File: src/rtl/sram_port_arbiter.sv
// sram_port_arbiter
//
// Shares one single-port packet-buffer SRAM between three requesters:
//   port 0 = packet ingress writer, port 1 = packet egress reader, port 2 = CPU path.
// One access per cycle, round-robin priority, registered SRAM strobes, read data
// routed back to the issuing port after the SRAM read latency, plus a saturating
// stall counter.
//
// Optional feature: define SRAM_ARB_LOCK_EN to let the CPU (port 2) hold the SRAM
// exclusively while cpu_lock is high. Without it cpu_lock has no effect.
//
// Ports:
//   clk, reset             system clock, synchronous active-high reset
//   req/wen/addr/wdata     per-port request, write enable, address, write data
//   gnt                    one-hot grant (combinational)
//   rvalid/rdata           one-cycle read-return strobe per port, shared read data
//   cpu_lock               CPU exclusive-access request
//   stall_clr/stall_cnt    clear / value of the stalled-cycle counter
//   sram_*                 registered SRAM macro interface, sram_rdata from macro

module sram_port_arbiter #(
  parameter int unsigned ADDR_WIDTH = 8,
  parameter int unsigned DATA_WIDTH = 72,
  parameter int unsigned RD_LAT     = 1
) (
  input  logic                    clk,
  input  logic                    reset,
  input  logic [2:0]              req,
  input  logic [2:0]              wen,
  input  logic [3*ADDR_WIDTH-1:0] addr,
  input  logic [3*DATA_WIDTH-1:0] wdata,
  output logic [2:0]              gnt,
  output logic [2:0]              rvalid,
  output logic [DATA_WIDTH-1:0]   rdata,
  input  logic                    cpu_lock,
  input  logic                    stall_clr,
  output logic [31:0]             stall_cnt,
  output logic                    sram_en,
  output logic                    sram_we,
  output logic [ADDR_WIDTH-1:0]   sram_addr,
  output logic [DATA_WIDTH-1:0]   sram_wdata,
  input  logic [DATA_WIDTH-1:0]   sram_rdata
);

  typedef enum logic [0:0] {StArb, StLocked} state_e;

  state_e state_q, state_d;
  logic [1:0] last_gnt_q;
  logic [2:0] gnt_rr;
  logic       lock_active;
  logic [1:0] gnt_idx;
  logic       accept;
  logic       sel_wen;
  logic [ADDR_WIDTH-1:0] sel_addr;
  logic [DATA_WIDTH-1:0] sel_wdata;
  logic [31:0] stall_d;

  // Read tracking: stage k holds a read issued k+1 cycles ago; the last stage lines
  // up with valid sram_rdata.
  logic [RD_LAT:0]       trk_vld_q;
  logic [RD_LAT:0][1:0]  trk_own_q;

  // Round-robin: search starts at the port after the last accepted one.
  always_comb begin
    gnt_rr = 3'b000;
    case (last_gnt_q)
      2'd0: begin
        if      (req[1]) gnt_rr = 3'b010;
        else if (req[2]) gnt_rr = 3'b100;
        else if (req[0]) gnt_rr = 3'b001;
      end
      2'd1: begin
        if      (req[2]) gnt_rr = 3'b100;
        else if (req[0]) gnt_rr = 3'b001;
        else if (req[1]) gnt_rr = 3'b010;
      end
      default: begin
        if      (req[0]) gnt_rr = 3'b001;
        else if (req[1]) gnt_rr = 3'b010;
        else if (req[2]) gnt_rr = 3'b100;
      end
    endcase
  end

  // Once cpu_lock drops, round-robin takes over in that same cycle; last_gnt_q is
  // already 2 because only the CPU could be granted while locked.
  assign lock_active = (state_q == StLocked) && cpu_lock;

  always_comb begin
    state_d = state_q;
    gnt     = 3'b000;
    if (!reset) begin
      if (lock_active) gnt = {req[2], 2'b00};
      else             gnt = gnt_rr;
    end
`ifdef SRAM_ARB_LOCK_EN
    unique case (state_q)
      StArb:    if (gnt[2] && cpu_lock) state_d = StLocked;
      StLocked: if (!cpu_lock)          state_d = StArb;
    endcase
`else
    state_d = StArb;
`endif
  end

  assign accept = |gnt;

  always_comb begin
    gnt_idx = 2'd0;
    if (gnt[1]) gnt_idx = 2'd1;
    if (gnt[2]) gnt_idx = 2'd2;
  end

  always_comb begin
    sel_wen   = wen[0];
    sel_addr  = addr[0 +: ADDR_WIDTH];
    sel_wdata = wdata[0 +: DATA_WIDTH];
    unique case (gnt_idx)
      2'd1: begin
        sel_wen   = wen[1];
        sel_addr  = addr[ADDR_WIDTH +: ADDR_WIDTH];
        sel_wdata = wdata[DATA_WIDTH +: DATA_WIDTH];
      end
      2'd2: begin
        sel_wen   = wen[2];
        sel_addr  = addr[2*ADDR_WIDTH +: ADDR_WIDTH];
        sel_wdata = wdata[2*DATA_WIDTH +: DATA_WIDTH];
      end
      default: ;
    endcase
  end

  always_comb begin
    stall_d = stall_cnt;
    if (stall_clr) begin
      stall_d = '0;
    end else if (((req & ~gnt) != 3'b000) && (stall_cnt != 32'hFFFF_FFFF)) begin
      stall_d = stall_cnt + 32'd1;
    end
  end

  always_ff @(posedge clk) begin
    if (reset) begin
      state_q    <= StArb;
      last_gnt_q <= 2'd2;
      sram_en    <= 1'b0;
      sram_we    <= 1'b0;
      sram_addr  <= '0;
      sram_wdata <= '0;
      trk_vld_q  <= '0;
      trk_own_q  <= '0;
      rvalid     <= 3'b000;
      rdata      <= '0;
      stall_cnt  <= '0;
    end else begin
      state_q <= state_d;
      sram_en <= accept;
      sram_we <= accept & sel_wen;
      if (accept) begin
        last_gnt_q <= gnt_idx;
        sram_addr  <= sel_addr;
        sram_wdata <= sel_wdata;
      end
      trk_vld_q <= {trk_vld_q[RD_LAT-1:0], accept & ~sel_wen};
      trk_own_q <= {trk_own_q[RD_LAT-1:0], gnt_idx};
      rvalid    <= trk_vld_q[RD_LAT] ? (3'b001 << trk_own_q[RD_LAT]) : 3'b000;
      if (trk_vld_q[RD_LAT]) rdata <= sram_rdata;
      stall_cnt <= stall_d;
    end
  end

endmodule

File: config.mk
export PLATFORM = sky130hd
export DESIGN_NAME = sram_port_arbiter
export DESIGN_NICKNAME = d
export VERILOG_FILES = /design/src/rtl/sram_port_arbiter.sv
export SDC_FILE = /design/constraint.sdc
export NUM_CORES = 1
export LEC_CHECK = 0
export CAP_MARGIN = 40
export CORE_AREA = 5 5 198 200
export DETAILED_ROUTE_END_ITERATION = 7
export DIE_AREA = 0 0 203 205
export GPL_TIMING_DRIVEN = 0
export HOLD_SLACK_MARGIN = 0.02
export PLACE_DENSITY = 0.65
export SETUP_SLACK_MARGIN = 0.05
export SLEW_MARGIN = 5
export SYNTH_ARGS = -nofsm -noshare
export SYNTH_HDL_FRONTEND = slang
export SYNTH_SLANG_ARGS = --single-unit
File: constraint.sdc
create_clock -name clk -period 2.5 [get_ports clk]
set_input_delay 0.5 -clock clk [delete_from_list [all_inputs] [get_ports clk]]
set_output_delay 0.5 -clock clk [all_outputs]
set_load 0.05 [all_outputs]
**Word level (Yosys, flattened, before mapping)**

Cells that the tools add are included.
W data, S select, Z words.

- Add/sub/neg operators: 1
- Eq/ne operators: 4
- Shifts and indexed selects: 1
- Mux-type cells: 16
- Bitwise logic cells: 6
- Reduce and logical (&&, ||, !) cells: 6

Operator list:

| cell | number |
|---|---|
| $pmux W72 S2 | 1 |
| $add A32 B1 Y32 const B | 1 |
| $ne A32 B32 Y1 const B | 1 |
| $mux W3 | 7 |
| $pmux W8 S2 | 1 |
| $mux W2 | 3 |
| $pmux W3 S2 | 1 |
| $eq A2 B1 Y1 const B | 2 |
| $reduce_or A2 Y1 | 2 |
| $and A3 B3 Y3 | 1 |
| $not A3 Y3 | 1 |
| $reduce_bool A3 Y1 | 1 |
| $reduce_or A3 Y1 | 1 |
| $shl A1 B2 Y3 const A | 1 |
| $and A1 B1 Y1 | 2 |
| $eq A2 B2 Y1 const B | 1 |
| $logic_not A2 Y1 | 1 |
| $mux W1 | 2 |
| $not A1 Y1 | 2 |
| $pmux W1 S2 | 1 |
| $logic_and A1 B1 Y1 | 1 |

- Bits in registers: 197
- Input bits: 322
- Output and inout port bits: 192
- Logic and storage cells: 45

**Logic depth before layout (Yosys ltp)**

- Depth in word-level cells: 11
- Depth in mapped cells: 8
- Gate-level depth less buffers: 6

**Least setup slack after synthesis**

Ideal clock, no wire load.

- Path kind: reg-to-reg
- Start: register stall_cnt[29]
- End: register stall_cnt[1]
- Library setup time: 0.128 ns
- Arrival time: 2.388 ns
- Slack: -0.015 ns
- Stages on the path, launching flop included: 9
- Path buffers: 3
- Path through: dfxtp_1 > nand2_1 > or4_1 > buf_6 > o41ai_4 > buf_6 > buf_12 > mux2i_1 > nor2_1

- Word-level cells in the longest chain between the ends: 2

RTL lines:

| what | line | RTL |
|---|---|---|
| start: declaration | 37 | `output logic [31:0] stall_cnt,` |
| start signal: assignment | 168 | `stall_cnt <= stall_d;` |
| $ne A32 B32 Y1 | 137 | `end else if (((req & ~gnt) != 3'b000) && (stall_cnt != 32'hFFFF_FFFF)) begin` |
| $logic_and A1 B1 Y1 | 137 |  |

No other way between the ends.
A chain may end at the register's enable or synchronous reset.

**Worst setup path after layout**

- Start: input req[1]
- End: output gnt[2]

- Word-level cells in the longest chain between the ends: 4
- Elaborated cells between the ends (all ways): 5
- Those cells by class: mux (5)

RTL lines:

| what | line | RTL |
|---|---|---|
| start: declaration | 28 | `input logic [2:0] req,` |
| $mux W3 | 79 | `else if (req[1]) gnt_rr = 3'b010;` |
| $mux W3 | 78 | `if (req[0]) gnt_rr = 3'b001;` |
| $pmux W3 S2 * | 66 | `case (last_gnt_q)` |
| $mux W3 * | 92 | `if (!reset) begin` |
| end: declaration | 32 | `output logic [2:0] gnt,` |

Mark *: on every way between the ends. The rest lies on a longest branch, timed or not.

==> results by group <==
Synth
  • Post-synthesis compound-gate area fraction: 0.280
  • Top cell type's share of synthesized area: 0.442
  • Cell count after synthesis: 1029
  • Async SR Flop Fraction: 0
  • FF+latch count, synth: 197
  • Register area share after synthesis: 0.442
  • Post-synth design cell area: 8920 um^2
  • Simple-Gate Fraction of Synth Area: 0.144
  • Post-Synth Adder-Cell Area: 0.00252
  • Post-synth EDFFs: 0
  • Syn Nets: 1352
  • Avg Inst Size Synth: 8.67 um^2
  • Post-Synth XOR/XNOR Area: 0.00294
  • Synth area leader: dfxtp_1
  • Largest family of logic cells by synthesized area: compound AO/OA/AOI/OAI gates
  • Synth warn: 0
  • Distinct cells, synth: 48
  • Multiplexer area fraction after synthesis: 0.0819
  • Top FF cell, synth: dfxtp_1
  • Top post-synthesis cells by area: dfxtp_1 44%, mux2i_1 8.2%, a21o_1 6.8%, a22oi_1 6.8%, a21oi_1 5.8%

Final layout
  • Multi-input logic area: 4590 um^2
  • Nets@finish: 1889
  • Layout cell share with drive strength beyond 1: 0.0462
  • Syn-to-layout area delta: 72.7%
  • Sequential Area: 3950 um^2
  • Filler cells: 3724
  • Fin util: 0.414

Pwr
  • Maximum vdd ir drop: 443 uV
  • Pwr dens: 564 nW/um^2
  • Leak: 0.00528 uW

Setup path
  • Delay-heaviest family, CP: buffers and inverters
  • Worst Setup Start Kind: input pin
  • R2r setup slk: 0.26 ns
  • CP required: 2.00 ns
  • CP max stage cell: clkdlybuf4s15_1
  • Critical path endpoint category: output pin
  • Reg2Reg Depth: 7
  • Worst path buffer plus inverter count: 4
  • Critical path's largest stage delay: 0.28 ns
  • Critical path depth in cells: 7
  • Cell with the most instances on the worst path: buf_4
  • CP Class: in2out
  • CP cell instances: clkdlybuf4s15_1, nor2b_4, o22ai_2, and3_1, clkbuf_4, buf_4, buf_4
  • Crit path max fanout: 10
  • Arr. time, crit path: 1.83 ns

Global routing
  • GRT overflow: 0
  • Overall routing resource usage: 0.195
  • Antenna violations before repair: 4
  • First-pass GRT wire length: 62300 um
  • Vias in the first global route: 10200
  • Largest net degree at the start of global routing: 18

Die
  • Die W: 203 um
  • Io pins: 514
  • Die height: 205 um
  • Core Region: 37200 um^2
  • Initial core utilization: 0.240
  • Die ar.: 41600 um^2
  • Rows: 71

Outcome
  • Outcome: complete, no violations

Detailed routing
  • WL final: 42700 um
  • Final antenna-violating net count: 0
  • Via/cell ratio: 4.92
  • Router iterations before antenna repair: 5
  • Routed len/inst: 20.8 um
  • # DRC: 0
  • Vias: 10100
  • Iteration-0 DRC Markers: 502

STA
  • Shortest clock period the worst path allows after layout: 2.33 ns
  • Slew HR: 0.444
  • Slew Viols, Final: 0
  • Final hold violation count: 0
  • RSZ-0062 raised after global routing: no
  • Setup clock skew after layout: 0.0113 ns
  • Fin crit share: 0.931
  • Peak Freq: 0.430 GHz
  • Least-Margin Pin Slew: 0.834 ns
  • Setup violators final: 0
  • Setup TNS: 0 ns

Worst hold path
  • Min-delay worst type: reg2reg
  • Worst hold stages: 1

Placed design
  • Number of port buffers: 512
  • DP HPWL: 33900 um
  • Gpl congestion: 0.857

Clocking
  • Worst skew pair latency: 0.44 ns
  • CTS tree: done
  • Clock Path Buffers: 2
  • H-tree depth: 4
  • CTS clock-pin slew for the worst setup and hold paths: 0.07 ns
  • Num CTS Buffers: 17
  • Sink Count: 197
  • Root Driver: clkbuf_16

Job
  • Max-Cap Viols: 0
==> final cells by class <==
cell class                 count  area share
multi-input combinational    730       0.298
sequential                   197       0.256
antenna                        2    0.000325
inverter                       6     0.00146
clock buffer                  21      0.0299
clock inverter                11     0.00934
buffer                        95      0.0292
timing repair buffer         519       0.337
tap                          474      0.0385
==> logic make-up after synthesis <==
| family | count (synthesis) |
|---|---|
| AO/OA/AOI/OAI | 393 |
| AND/OR/NAND/NOR | 259 |
| flip-flops | 197 |
| buffers and inverters | 102 |
| multiplexers | 73 |
| XOR/XNOR | 3 |
| adder cells (fa/ha/maj) | 2 |
==> per-stage QoR <==
step / total power [uW] / instance area (um^2) / std cells / hold WS [ns] / worst slack (ns)
after detailed placement: 5880 / 14700 / 2019 / 0.442 / -1.62
final: 8690 / 15400 / 2055 / 0.450 / 0.173
after CTS: 8830 / 15400 / 2052 / 0.451 / 0.0564
after global routing: 9060 / 15400 / 2055 / 0.471 / 0.0820
after global placement: 5850 / 14600 / 2015 / 0.438 / -1.59
after floorplan: 4710 / 8930 / 1029 / 0.414 / 0.0592
==> path summary, 6_finish.rpt <==
check	from	end
min reg2reg	trk_own_q[2]	rvalid[2]
min	trk_own_q[2]	rvalid[2]
max	req[1]	gnt[2]
max reg2reg	stall_cnt[12]	stall_cnt[1]
==> registers in the layout (all words and copies together), names as in the netlist <==
signal	flops
stall_cnt	32
sram_en	1
last_gnt_q	2
sram_wdata	72
rdata	72
trk_own_q	4
trk_vld_q	2
rvalid	3
sram_we	1
sram_addr	8
==> power by group <==
| group | leakage, uW | total, uW | switching, uW | internal (uW) |
|---|---|---|---|---|
| logic | 0.00339 | 2390 | 1340 | 1060 |
| registers | 0.00161 | 3420 | 98.5 | 3320 |
| clock network | 0.000281 | 2880 | 1330 | 1550 |
| total | 0.00528 | 8690 | 2770 | 5930 |
==> cell usage after synthesis, drive strengths merged, types with 3 or more instances <==
master	count
or3	20
a21o	81
inv	6
or4	5
nand4	9
nor3	3
and2	5
and3	5
a21oi	104
clkbuf	87
nand2	19
and4	7
nor2	82
nor4	3
nand3	88
dfxtp	197
a22oi	81
mux2i	73
nor2b	7
buf	9
o31ai	5
o21ai	100
o21a	4
==> metal layers <==
| layer | vias up | share of wire | track usage |
|---|---|---|---|
| met5 | - | 0 | 0 |
| met4 | 0 | 0.020 | 0.0594 |
| met3 | 48 | 0.066 | 0.0513 |
| met2 | 415 | 0.51 | 0.353 |
| met1 | 4788 | 0.41 | 0.225 |
| li1 | 4854 | - | - |
==> layout by cell type (no fill, tap or decap), drive strengths merged, types with 3 or more instances in the layout <==
| cell type | instances |
|---|---|
| or4 | 5 |
| nor2b | 7 |
| clkinvlp | 4 |
| dfxtp | 197 |
| clkdlybuf4s50 | 505 |
| nand2 | 19 |
| o31ai | 5 |
| or3 | 20 |
| inv | 9 |
| nor2 | 82 |
| nor4 | 3 |
| nand3 | 88 |
| a21o | 81 |
| a22oi | 81 |
| and4 | 7 |
| and3 | 5 |
| buf | 20 |
| a21oi | 104 |
| o21a | 4 |
| and2 | 5 |
| clkbuf | 106 |
| nand4 | 9 |
| nor3 | 3 |
| mux2i | 73 |
| o21ai | 100 |
==> timing repair <==
action	CTS	global route
endpoints found under the setup margin	86	30
hold endpoints to repair	0	0
pin swaps	0	1
resized for setup	46	10
buffers inserted	2	1
hold buffers	0	0
No activity file was read; power rests on OpenSTA's default activity.
